==> config.mk <==
export PLATFORM = sky130hd
export DESIGN_NAME = irq_dispatcher
export DESIGN_NICKNAME = d
export VERILOG_FILES = /design/src/rtl/irq_dispatcher.sv
export SDC_FILE = /design/constraint.sdc
export NUM_CORES = 1
export LEC_CHECK = 0
export CAP_MARGIN = 25
export CORE_UTILIZATION = 50
export CTS_CLUSTER_DIAMETER = 30
export CTS_CLUSTER_SIZE = 10
export DETAILED_ROUTE_END_ITERATION = 10
export PLACE_DENSITY = 0.82
export SLEW_MARGIN = 20
export SYNTH_ARGS = -nofsm -noshare
export SYNTH_HDL_FRONTEND = slang
export SYNTH_SLANG_ARGS = --single-unit
==> constraint.sdc <==
create_clock -name clk -period 4.2 [get_ports clk]
set_input_delay 0.84 -clock clk [delete_from_list [all_inputs] [get_ports clk]]
set_output_delay 0.84 -clock clk [all_outputs]
set_load 0.05 [all_outputs]
==> src/rtl/irq_dispatcher.sv <==
// Interrupt dispatcher: picks a pending isr bit, offers it to the CPU with a valid/ack
// handshake, clears it on ack and tracks it until EOI. `IRQ_DISPATCH_RR_EN selects round-robin.
module irq_dispatcher #(
  parameter int NUM_OF_IRQS = 8,
  parameter int IDX_W       = (NUM_OF_IRQS > 1) ? $clog2(NUM_OF_IRQS) : 1,
  parameter int ACK_TIMEOUT = 64
) (
  input  logic                   clk,
  input  logic                   rst_n,
  input  logic [NUM_OF_IRQS-1:0] isr,
  output logic [NUM_OF_IRQS-1:0] isr_clear,
  input  logic                   dispatch_en,
  output logic                   irq_valid,
  output logic [IDX_W-1:0]       irq_vec,
  input  logic                   cpu_ack,
  input  logic                   cpu_eoi,
  output logic                   in_service,
  output logic                   timeout_err,
  input  logic                   err_clear
);

  localparam logic [1:0] S_IDLE    = 2'd0;
  localparam logic [1:0] S_REQ     = 2'd1;
  localparam logic [1:0] S_SERVICE = 2'd2;

  localparam int CNT_W = (ACK_TIMEOUT > 1) ? $clog2(ACK_TIMEOUT) : 1;
  localparam logic [CNT_W-1:0] TO_LAST = CNT_W'((ACK_TIMEOUT > 0) ? ACK_TIMEOUT - 1 : 0);

  logic [1:0]             state_q, state_d;
  logic [IDX_W-1:0]       irq_vec_q, irq_vec_d;
  logic                   irq_valid_q, irq_valid_d;
  logic                   in_service_q, in_service_d;
  logic                   timeout_err_q, timeout_err_d;
  logic [NUM_OF_IRQS-1:0] isr_clear_q, isr_clear_d;
  logic [CNT_W-1:0]       cnt_q, cnt_d;
  logic [IDX_W-1:0]       sel;
  logic                   to_set;

`ifdef IRQ_DISPATCH_RR_EN
  logic [IDX_W-1:0] rr_ptr_q, rr_ptr_d;

  // Rotating search: first pending bit at or after rr_ptr, wrapping modulo NUM_OF_IRQS.
  always_comb begin : rr_sel
    logic [IDX_W:0] j;
    logic           found;
    sel   = '0;
    found = 1'b0;
    j     = '0;
    for (int i = 0; i < NUM_OF_IRQS; i++) begin
      j = {1'b0, rr_ptr_q} + (IDX_W+1)'(i);
      if (j >= (IDX_W+1)'(NUM_OF_IRQS)) j = j - (IDX_W+1)'(NUM_OF_IRQS);
      if (!found && isr[j[IDX_W-1:0]]) begin
        found = 1'b1;
        sel   = j[IDX_W-1:0];
      end
    end
  end

  always_comb begin
    rr_ptr_d = rr_ptr_q;
    if (state_q == S_REQ && cpu_ack)
      rr_ptr_d = (irq_vec_q == IDX_W'(NUM_OF_IRQS - 1)) ? '0 : irq_vec_q + 1'b1;
  end

  always_ff @(posedge clk or negedge rst_n) begin
    if (!rst_n) rr_ptr_q <= '0;
    else        rr_ptr_q <= rr_ptr_d;
  end
`else
  // Fixed priority: scanning downward leaves the lowest set index in sel.
  always_comb begin
    sel = '0;
    for (int i = NUM_OF_IRQS - 1; i >= 0; i--)
      if (isr[i]) sel = IDX_W'(i);
  end
`endif

  always_comb begin
    state_d       = state_q;
    irq_vec_d     = irq_vec_q;
    irq_valid_d   = irq_valid_q;
    in_service_d  = in_service_q;
    isr_clear_d   = '0;
    cnt_d         = cnt_q;
    to_set        = 1'b0;
    case (state_q)
      S_IDLE: begin
        if (dispatch_en && (|isr)) begin
          state_d     = S_REQ;
          irq_vec_d   = sel;
          irq_valid_d = 1'b1;
        end
      end
      S_REQ: begin
        cnt_d = cnt_q + 1'b1;
        // ack beats withdraw beats timeout when they coincide
        if (cpu_ack) begin
          state_d      = S_SERVICE;
          irq_valid_d  = 1'b0;
          in_service_d = 1'b1;
          isr_clear_d  = NUM_OF_IRQS'(1) << irq_vec_q;
          cnt_d        = '0;
        end else if (!isr[irq_vec_q]) begin
          state_d     = S_IDLE;
          irq_valid_d = 1'b0;
          cnt_d       = '0;
        end else if ((ACK_TIMEOUT != 0) && (cnt_q == TO_LAST)) begin
          state_d     = S_IDLE;
          irq_valid_d = 1'b0;
          cnt_d       = '0;
          to_set      = 1'b1;
        end
      end
      S_SERVICE: begin
        if (cpu_eoi) begin
          state_d      = S_IDLE;
          in_service_d = 1'b0;
        end
      end
      default: begin
        state_d      = S_IDLE;
        irq_valid_d  = 1'b0;
        in_service_d = 1'b0;
        cnt_d        = '0;
      end
    endcase
    if (to_set)         timeout_err_d = 1'b1;
    else if (err_clear) timeout_err_d = 1'b0;
    else                timeout_err_d = timeout_err_q;
  end

  always_ff @(posedge clk or negedge rst_n) begin
    if (!rst_n) begin
      state_q       <= S_IDLE;
      irq_vec_q     <= '0;
      irq_valid_q   <= 1'b0;
      in_service_q  <= 1'b0;
      timeout_err_q <= 1'b0;
      isr_clear_q   <= '0;
      cnt_q         <= '0;
    end else begin
      state_q       <= state_d;
      irq_vec_q     <= irq_vec_d;
      irq_valid_q   <= irq_valid_d;
      in_service_q  <= in_service_d;
      timeout_err_q <= timeout_err_d;
      isr_clear_q   <= isr_clear_d;
      cnt_q         <= cnt_d;
    end
  end

  assign isr_clear   = isr_clear_q;
  assign irq_valid   = irq_valid_q;
  assign irq_vec     = irq_vec_q;
  assign in_service  = in_service_q;
  assign timeout_err = timeout_err_q;

endmodule

==> Word level (Yosys, flattened, before mapping) <==
Cells that the tools add are included.
{ "word_totals": {"inputBits": 14, "elab_cells": 64, "output_inout_bits": 14, "ff_bits": 22} }
{ "op_classes": {"n_bitwise": 2, "reduce_logical": 9, "order_cmp": 1, "addsub": 1, "mux": 36, "shifts": 1, "eq_ne": 7} }
{ "ops": {"columns": ["operator", "count"], "rows": [
  ["$mux 3", 8],
  ["$mux 6", 3],
  ["$mux 8", 2],
  ["$mux 1", 13],
  ["$pmux 6 s2", 1],
  ["$mux 2", 5],
  ["$reduce_and 3->1", 3],
  ["$reduce_or 8->1", 1],
  ["$shl 1x3->8 const A", 1],
  ["$add 6x1->6 const B", 1],
  ["$eq 6x6->1 const B", 1],
  ["$ne 2x2->1 const B", 3],
  ["$pmux 1 s3", 2],
  ["$pmux 2 s3", 1],
  ["$lt 3x4->1 const B", 1],
  ["$ne 4x4->1 const B", 1],
  ["$bmux 1 s3", 1],
  ["$eq 2x1->1 const B", 1],
  ["$eq 2x2->1 const B", 1],
  ["$logic_not 2->1", 1],
  ["$not 1->1", 2],
  ["$reduce_and 2->1", 1],
  ["$reduce_bool 2->1", 1],
  ["$reduce_or 2->1", 1],
  ["$logic_and 1x1->1", 1]
]} }

==> Logic depth before layout (Yosys ltp) <==
Gate-level depths: netlist (run 1).
{ "logic_depth": {"ltp_word": 8, "mapped_depth": 7, "depth_no_buf": 5} }

==> Worst setup path after synthesis (run 1) <==
Ideal clock, no wire load.
{ "synth_path": {"path_type": "input -> register", "from": "input isr[1]", "to": "register cnt_q[0]", "setup_ns": 0.139, "t_required_ns": 4.061, "stages": 6, "n_path_buf": 1, "arrival_time_ns": 1.896, "setup_slack_ns": 2.165, "cell_sequence": "or4b_1 > o311ai_1 > or3_1 > buf_2 > nand2b_4 > mux2i_1"} }
{ "synth_between": {"elab_chain_len": 5} }
{ "synth_lines": {"columns": ["element", "line", "text"], "rows": [
  ["from (decl)", "10", "input logic [NUM_OF_IRQS-1:0] isr,"],
  ["$bmux 1 s3", "103", "end else if (!isr[irq_vec_q]) begin"],
  ["$mux 1 (implied by the code)", "103", null],
  ["$mux 6", "103", null],
  ["$mux 6", "97", "if (cpu_ack) begin"],
  ["$pmux 6 s2", "86", "case (state_q)"],
  ["to (signal assigned)", "148", "cnt_q <= cnt_d;"],
  ["to (decl)", "35", "logic [CNT_W-1:0] cnt_q, cnt_d;"]
]} }
No other way between the ends. The select of a mux whose other input is x is not followed.
A chain may end at the register's enable or synchronous reset.

==> Final worst setup path (run 1) <==
{ "layout_path": {"from": "register irq_vec_q[1], in the netlist irq_vec[1]", "to": "output irq_vec[1]"} }
{ "layout_lines": {"columns": ["element", "line", "text"], "rows": [
  ["from (decl)", "30", "logic [IDX_W-1:0] irq_vec_q, irq_vec_d;"],
  ["from (signal assigned)", "143", "irq_vec_q <= irq_vec_d;"],
  ["to (decl)", "14", "output logic [IDX_W-1:0] irq_vec,"]
]} }
No word-level cell between the ends.

==> results by stage, run 1 <==
Timing:
- The total count of max-transition violations in the final report is 0.
- Between clock sinks in the finished design, the worst skew comes to 1.29 ps.
- The share of the clock period used by the worst path after layout is 61.9%.
- For the pin with the worst max-slew slack, the measured transition is 573 ps.
- The final total negative setup slack is 0 ps.
- The tightest hold path in the finished design has a slack of 539 ps.
- The number of setup violations in the final report is 0.
- The number of failing hold endpoints at the final stage is 0.
- In this run the tightest slew margin relative to its limit is 60.8%.
- The maximum operating frequency is 385 MHz.
- The worst path needs 2600 ps of the cycle, external delays included.
- Setup repair after global routing left no endpoint under its margin.

Clocking:
- Clock latency on the worst-skew pair, taken at its later pin, is approximately 310 ps.
- In this run, post-CTS hold repair placed 0 buffers.
- In this run, post-CTS repair resized a total of 0 instances.
- Clock tree synthesis found a total of 22 sinks.
- In this run the clock root is driven by a sky130_fd_sc_hd__clkbuf_4.
- After clock tree synthesis, the setup repair step added 0 buffers.
- In this run the number of H-tree levels came out at 1.
- TritonCTS created 3 clock buffers.
- TritonCTS built the clock tree.
- The clock-pin slew on the worst setup and hold paths is roughly 120 ps.
- The clock passes through at most 2 buffers.

Logic synthesis:
- The net count after synthesis is 122.
- After synthesis the cells add up to between 0.001 and 0.0015 sq mm.
- The mean post-synth cell area is 9.81 sq um.
- The proportion of synthesized chip area in sequential cells is 52.4%.
- The instance count of the mapped netlist is 107.
- After synthesis the netlist holds a flip-flop and latch count of 22.
- The warning count from the yosys run is 0.
- Synthesis instantiated 36 different standard cells from the library.

GRT:
- The number of global-route vias before repair is 806.
- The maximum number of pins on one net before global-route repair is 23.
- The total overflow left after global routing is 0.
- For this run, the total global-route usage over all layers was measured as a little over a fifth.
- The initial antenna violation count was 0.
- The wire length of the first global-routing pass is 3.42 mm.

Final layout:
- The area added between synthesis and finish is 33.0%.
- The repair_antennas step left the layout with diodes totalling 0.
- The net total in the final layout is 151.
- The utilization after layout is a little under three quarters.
- Cells with a size suffix above 1 make up 5.93% of the layout.
- The library cell used most frequently in the layout, excluding fill and tap cells, is sky130_fd_sc_hd__clkdlybuf4s50_1.
- The top cell types in the final layout, fill and taps aside, are sky130_fd_sc_hd__clkdlybuf4s50_1 (27), sky130_fd_sc_hd__dfrtp_1 (22), sky130_fd_sc_hd__nor2_1 (10), sky130_fd_sc_hd__nand2_1 (10).

Floorplanning:
- Measured along the y axis, the die boundary spans 47.8 um.
- Row generation in the floorplan step produced 16 rows.
- The count of pins on the block boundary is 28.
- The area of the core is ~0.0020 sq mm.
- The x dimension of the die is approximately 48 um.
- Once the floorplan was initialized, standard cells occupied 53.5% of the core.
- The floorplan step defined a die boundary enclosing 0.00229 sq mm.

Worst setup path:
- The number of buffer and inverter stages on the critical path is 1.
- The worst setup path is of the reg2out kind.
- The data arrival time at the worst-slack endpoint is 1760 ps.
- The element type at the critical path start is a register.
- On the worst path, the slowest cell contributes a delay of 870 ps.
- The critical path goes through clkdlybuf4s50_1.
- The standard cell with the maximum stage delay on the critical path is sky130_fd_sc_hd__clkdlybuf4s50_1.
- The required arrival time at the worst endpoint is 3360 ps.
- The maximum fanout encountered on the critical timing path is 12.
- The endpoint kind of the worst setup timing path is an output pin.
- The family of cells with the greatest summed delay on the critical path is buffers and inverters.

Placed design:
- The congestion estimate from routability-driven global placement came to approximately 0.77.
- The HPWL after detailed placement is about 1.5 mm.
- During placement, the flow inserted port buffers numbering 27.

Detailed routing:
- Dividing the detail-routed wire length by the instance count gives 13.5 um.
- The detail route stage leaves a number of antenna-violating nets equal to 0.
- For this block, the initial DRC count from the detailed router was 12.
- The average vias per placed instance is 5.59.
- The length of the first detailed-routing pass in iterations is 4.
- The post-route DRC violation count is 0.
- The final route contains ~910 vias.
- After detailed routing, the total wire length is 2.19 mm.

Power and ir drop:
- Combinational logic is responsible for 39.1% of the overall power.
- Summed over all nets, the switching power comes to 0.336 mW.
- The static leakage is 0.578 nW.
- Per report_power, the sequential group accounts for between 40% and 50% of the total.
- The switching portion of total power is 41.1%.
- The share of total power dissipated in the clock network is 19.7%.
- Dividing total power by cell area gives a power density of 586 mW/mm^2.
- VDD sags by at most 397 uV.
- The design draws 0.818 mW.
- The internal portion of the total power is 0.482 mW.

Flow run:
- The max-cap violation count is 0.

Hold path:
- The type of the worst min-delay path is reg2reg.

Run status:
- The run finished with clean final reports.
Yosys cell counts:
cell                         n  area share, %
sky130_fd_sc_hd__a2111oi_0   1           0.83
sky130_fd_sc_hd__a21oi_1     7            3.3
sky130_fd_sc_hd__a31oi_1     1           0.60
sky130_fd_sc_hd__and2b_1     1           0.72
sky130_fd_sc_hd__buf_2       2           0.95
sky130_fd_sc_hd__buf_6       1            1.1
sky130_fd_sc_hd__clkbuf_1    1           0.36
sky130_fd_sc_hd__dfrtp_1    22             52
sky130_fd_sc_hd__ha_1        1            1.2
sky130_fd_sc_hd__inv_1       7            2.5
sky130_fd_sc_hd__mux2_1      2            2.1
sky130_fd_sc_hd__mux2i_1     1           0.95
sky130_fd_sc_hd__nand2_1    10            3.6
sky130_fd_sc_hd__nand2b_1    5            3.0
sky130_fd_sc_hd__nand2b_4    1            1.3
sky130_fd_sc_hd__nand3_1     1           0.48
sky130_fd_sc_hd__nand3b_1    1           0.72
sky130_fd_sc_hd__nand4_1     1           0.60
sky130_fd_sc_hd__nand4b_1    1           0.83
sky130_fd_sc_hd__nor2_1     10            3.6
sky130_fd_sc_hd__nor2b_1     1           0.60
sky130_fd_sc_hd__nor3_1      5            2.4
sky130_fd_sc_hd__nor3b_1     2            1.4
sky130_fd_sc_hd__o21ai_0     4            1.9
sky130_fd_sc_hd__o21ai_1     1           0.48
sky130_fd_sc_hd__o21bai_1    1           0.72
sky130_fd_sc_hd__o221ai_1    1           0.83
sky130_fd_sc_hd__o22ai_1     4            2.4
sky130_fd_sc_hd__o311ai_1    1           0.83
sky130_fd_sc_hd__o31ai_1     1           0.72
sky130_fd_sc_hd__o41ai_1     2            1.7
sky130_fd_sc_hd__or2_2       2            1.2
sky130_fd_sc_hd__or3_1       2            1.2
sky130_fd_sc_hd__or4_1       1           0.72
sky130_fd_sc_hd__or4b_1      1           0.95
sky130_fd_sc_hd__xnor2_1     1           0.83
routing by layer:
metal	GRT usage (%)	wire [um]
met1	27.8	928
met2	35.9	1100
met3	3.77	130
met4	10.6	31
met5	0	0
logic make-up after synthesis:
kind of cell             share of synthesized area (%)
buffers and inverters                             4.89
adder cells (fa/ha/maj)                           1.19
AND/OR/NAND/NOR                                   23.2
XOR/XNOR                                         0.834
flip-flops                                        52.4
multiplexers                                      3.10
AO/OA/AOI/OAI                                     14.3
area by class of cell:
class,instances,area (sq um)
Clock inverter,1,30.0
Fill cell,155,566
Tap cell,27,33.8
Timing Repair Buffer,28,285
Multi-Input combinational cell,74,448
Sequential cell,22,551
Clock buffer,3,22.5
Inverter,7,26.3
power by group through the flow:
stage	combinational (mW)	sequential, mW	clock [mW]
final	0.320	0.337	0.161
after floorplan	0.155	0.402	0
after detailed placement	0.316	0.338	0
after global routing	0.345	0.346	0.170
after global placement	0.311	0.335	0
after CTS	0.319	0.334	0.164
registers in the layout, indices dropped and copies added (netlist names):
signal,count
in_service,1
timeout_err,1
cnt_q,6
isr_clear,8
state_q,2
irq_valid,1
irq_vec,3
path summary, 6_finish.rpt:
| kind | startpoint | endpoint | slack [ps] | depth (start not counted) |
|---|---|---|---|---|
| min | in_service$_DFFE_PN0P_ | in_service$_DFFE_PN0P_ | 540 | 2 |
| min in group asynchronous | rst_n | isr_clear[3]$_DFF_PN0_ | 820 | 1 |
| min reg2reg | in_service$_DFFE_PN0P_ | in_service$_DFFE_PN0P_ | 540 | 2 |
| max reg2reg | irq_vec[1]$_DFFE_PN0P_ | cnt_q[4]$_DFFE_PN0N_ | 2140 | 5 |
| max in group asynchronous | rst_n | irq_valid$_DFFE_PN0P_ | 2940 | 2 |
| max | irq_vec[1]$_DFFE_PN0P_ | irq_vec[1] | 1600 | 1 |
worst register-to-register path, stage by stage, from the launching register on:
cell and delay, ps:
sky130_fd_sc_hd__dfrtp_1 570, sky130_fd_sc_hd__and2b_1 230, sky130_fd_sc_hd__a2111oi_0 530, sky130_fd_sc_hd__or3_1 340
sky130_fd_sc_hd__or3_1 150, sky130_fd_sc_hd__o221ai_1 110
per-stage QoR:
step / setup slack, ps / instances / area (sq um)
floorplan: 2170 / 107 / 1050
global placement: 1590 / 157 / 1330
detailed placement: 1470 / 157 / 1330
CTS: 1600 / 161 / 1380
global route: 1530 / 162 / 1400
finish: 1600 / 162 / 1400
No activity file was read; power rests on OpenSTA's default activity.
==> inputs of run 2 (changes only) <==
CORE_UTILIZATION = 47   (was 50)
PLACE_DENSITY = 0.78   (was 0.82)
clock period = 2.6 ns   (was 4.2 ns; I/O delays follow)
==> results by stage, run 2 (synthesis gave the netlist of run 1 again) <==
Detailed routing:
- The length of routed met3 wiring is 103 um (-21%).
- The final routed wire length divided by cell count is 12.1 um (-10%).
- The uppermost layer routed is met4.
- The length of the first detailed-routing pass in iterations came to 4 (unchanged).
- The via count is 861 (-4.9%).
- The detailed-route wire length is 1.98 mm (-9.6%).
- The post-route DRC violation count is 0 (unchanged).
- The length of routed wiring on met1 is 858 um (-7.5%).
- The average vias per placed instance is 5.28 (-5.4%).
- The number of routed nets with antenna violations is 0 (unchanged).
- The detailed route wirelength on metal2 is 995 um (-9.2%).
- The number of DRC markers in iteration 0 is 10 (-2).

Worst setup path:
- The maximum fanout encountered on the critical timing path is 12 (unchanged).
- The number of buffer and inverter stages on the critical path is 1 (unchanged).
- The critical path is of the reg2out type.
- The signal on the critical path passes through clkdlybuf4s50_1.
- STA classifies the critical path startpoint as a register.
- The required arrival time at the worst endpoint was 2080 ps (-1280 ps).
- Broken down by cell family, the worst path's largest delay share belongs to buffers and inverters.
- The peak per-stage delay on the critical path is 870 ps (about the same).
- The largest individual stage delay along the critical path comes from the cell sky130_fd_sc_hd__clkdlybuf4s50_1.
- The endpoint kind of the worst setup timing path is an output pin.
- The data arrival time at the worst-slack endpoint is 1720 ps (-40 ps).

Placed design:
- The final weighted congestion in routability-driven placement is 0.852 (+11%).
- The HPWL after detailed placement was 1.53 mm (+0.88%).
- The setup slack after placement is 272 ps (-1200 ps).
- The number of I/O port buffers is 27 (unchanged).
- The number of placed cells counting well taps is 159 (+1.3%).

Final layout:
- Leaving out fill and tap cells, the most frequent cells in the layout are sky130_fd_sc_hd__clkdlybuf4s50_1 (27), sky130_fd_sc_hd__dfrtp_1 (22), sky130_fd_sc_hd__nor2_1 (10), sky130_fd_sc_hd__nand2_1 (10).
- Relative to the synthesized area, the layout overhead comes to 31.5%.
- The antenna cell count was 0 (unchanged).
- The number of flip-flops under the largest register name is 8 (unchanged).
- The utilization after layout came to 68.3% (-2.9 points).
- The count of non-filler cells in the finished layout came to 163 (+0.62%).
- The net total in the final layout is 152 (+0.66%).
- The share of final-layout standard cells stronger than drive strength 1 came to 6.62% (+0.69 points).
- The leading cell type in the layout, fill and taps excluded is sky130_fd_sc_hd__clkdlybuf4s50_1.

Run status:
- The run finished with clean final reports.

Hold path:
- In this run the worst hold path is classified as reg2reg.

Clocking:
- The count of hold-fix buffers inserted at cts is 0 (unchanged).
- The number of buffers added by the clock tree synthesis step is 3 (unchanged).
- The deepest level of the CTS H-tree is 1 (unchanged).
- The clock insertion delay at the later pin of the skew report was 300 ps (about the same).
- The clock-pin slew on the worst setup and hold paths is 110 ps (about the same).
- The total setup buffers inserted after CTS came to 0 (unchanged).
- The buffer levels on the longest clock path is 2 (unchanged).
- TritonCTS built the clock tree.
- The root buffer cell chosen for the clock tree is sky130_fd_sc_hd__clkbuf_4.
- The count of instances resized after the clock tree is built came to 0 (unchanged).
- The number of sinks driven by the clock tree was 22 (unchanged).

Power and ir drop:
- The static leakage is 0.573 nW (-0.78%).
- The power per cell area is 893 mW/mm^2 (+53%).
- The highest ir drop seen on vdd is 827 uV (+110%).

Timing:
- The number of failing hold endpoints at the final stage is 0 (unchanged).
- Setup repair after global routing left no endpoint under its margin.
- Based on the critical path, the design can be clocked at up to 447 MHz.
- The actual transition at the worst max-transition pin was 540 ps (-33.3 ps).
- The final total negative setup slack is 0 ps (unchanged).
- The remaining max-slew budget at the tightest pin was 63.1% (+2.3 points).
- The time the worst path needs with I/O delays and setup is 2240 ps.
- The number of setup violations in the final report is 0 (unchanged).
- The worst setup margin was 365 ps (-1240 ps).
- The total count of max-transition violations in the final report is 0 (unchanged).
- The worst hold slack after final layout was 535 ps (-3.76 ps).
- The worst setup skew after layout came to 3.66 ps (+2.37 ps).
- After layout, the worst path uses 86.0% of the clock period.

Floorplanning:
- The row count is 16 (unchanged).
- The effective utilization at floorplan is 51.9% (-1.6 points).
- The area of the core came to 0.00202 sq mm (+3.1%).
- The die outline height was 49.3 um (+3.0%).
- The die area is 0.00243 sq mm (+6.1%).
- The x dimension of the die is 49.3 um (+3.0%).
- The count of pins on the block boundary is 28 (unchanged).

GRT:
- The number of global-route vias before repair is 797 (-1.1%).
- The global-route total usage across every layer came to 19.0% (-2.9 points).
- The initial antenna violation count was 0 (unchanged).
- The final global-route overflow total came to 0 (unchanged).
- The wire length of the first global-routing pass came to 3.45 mm (+0.82%).
- The maximum number of pins on one net before global-route repair is 23 (unchanged).

Flow run:
- The max-cap violation count is 0 (unchanged).
run 2: area by class of cell:
type / instances / area [sq um]
inverters: 7 / 26.3
repair buffers: 29 / 285
multi-input cells: 74 / 448
flip-flops and latches: 22 / 551
clock buffers: 4 / 36.3
fillers: 161 / 642
well taps: 27 / 33.8
run 2: worst register-to-register path, cell delays in order, from the launching register on:
cell,delay (ps)
sky130_fd_sc_hd__dfrtp_1,550
sky130_fd_sc_hd__and2b_1,220
sky130_fd_sc_hd__a2111oi_0,510
sky130_fd_sc_hd__or3_1,320
sky130_fd_sc_hd__nand2b_4,190
sky130_fd_sc_hd__a21oi_1,70
run 2: per-layer routing:
metal / track usage, % / vias up
met5: 0 / -
met4: 5.39 / 0
met3: 5.61 / 2
met2: 32.6 / 26
met1: 22.7 / 397
li1: - / 436
run 2: stage by stage:
step	cell area (sq um)	power (mW)
floorplan	1050	0.898
global placement	1340	1.06
detailed placement	1340	1.07
CTS	1380	1.25
global route	1380	1.33
finish	1380	1.23
run 2: final timing paths:
| kind | startpoint | end | slack, ps | depth (start not counted) |
|---|---|---|---|---|
| min | cnt_q[0]$_DFFE_PN0N_ | cnt_q[0]$_DFFE_PN0N_ | 540 | 1 |
| max in group asynchronous | rst_n | cnt_q[2]$_DFFE_PN0N_ | 1830 | 2 |
| max reg2reg | irq_vec[1]$_DFFE_PN0P_ | irq_valid$_DFFE_PN0P_ | 650 | 5 |
| min in group asynchronous | rst_n | timeout_err$_DFFE_PN0P_ | 560 | 2 |
| max | irq_vec[1]$_DFFE_PN0P_ | irq_vec[1] | 360 | 1 |
| min reg2reg | cnt_q[0]$_DFFE_PN0N_ | cnt_q[0]$_DFFE_PN0N_ | 540 | 1 |
run 2: where the power goes:
part	total (mW)	internal [mW]	switching, mW
Clock	0.178	0.0854	0.0925
Combinational	0.543	0.214	0.329
Sequential	0.512	0.416	0.0958
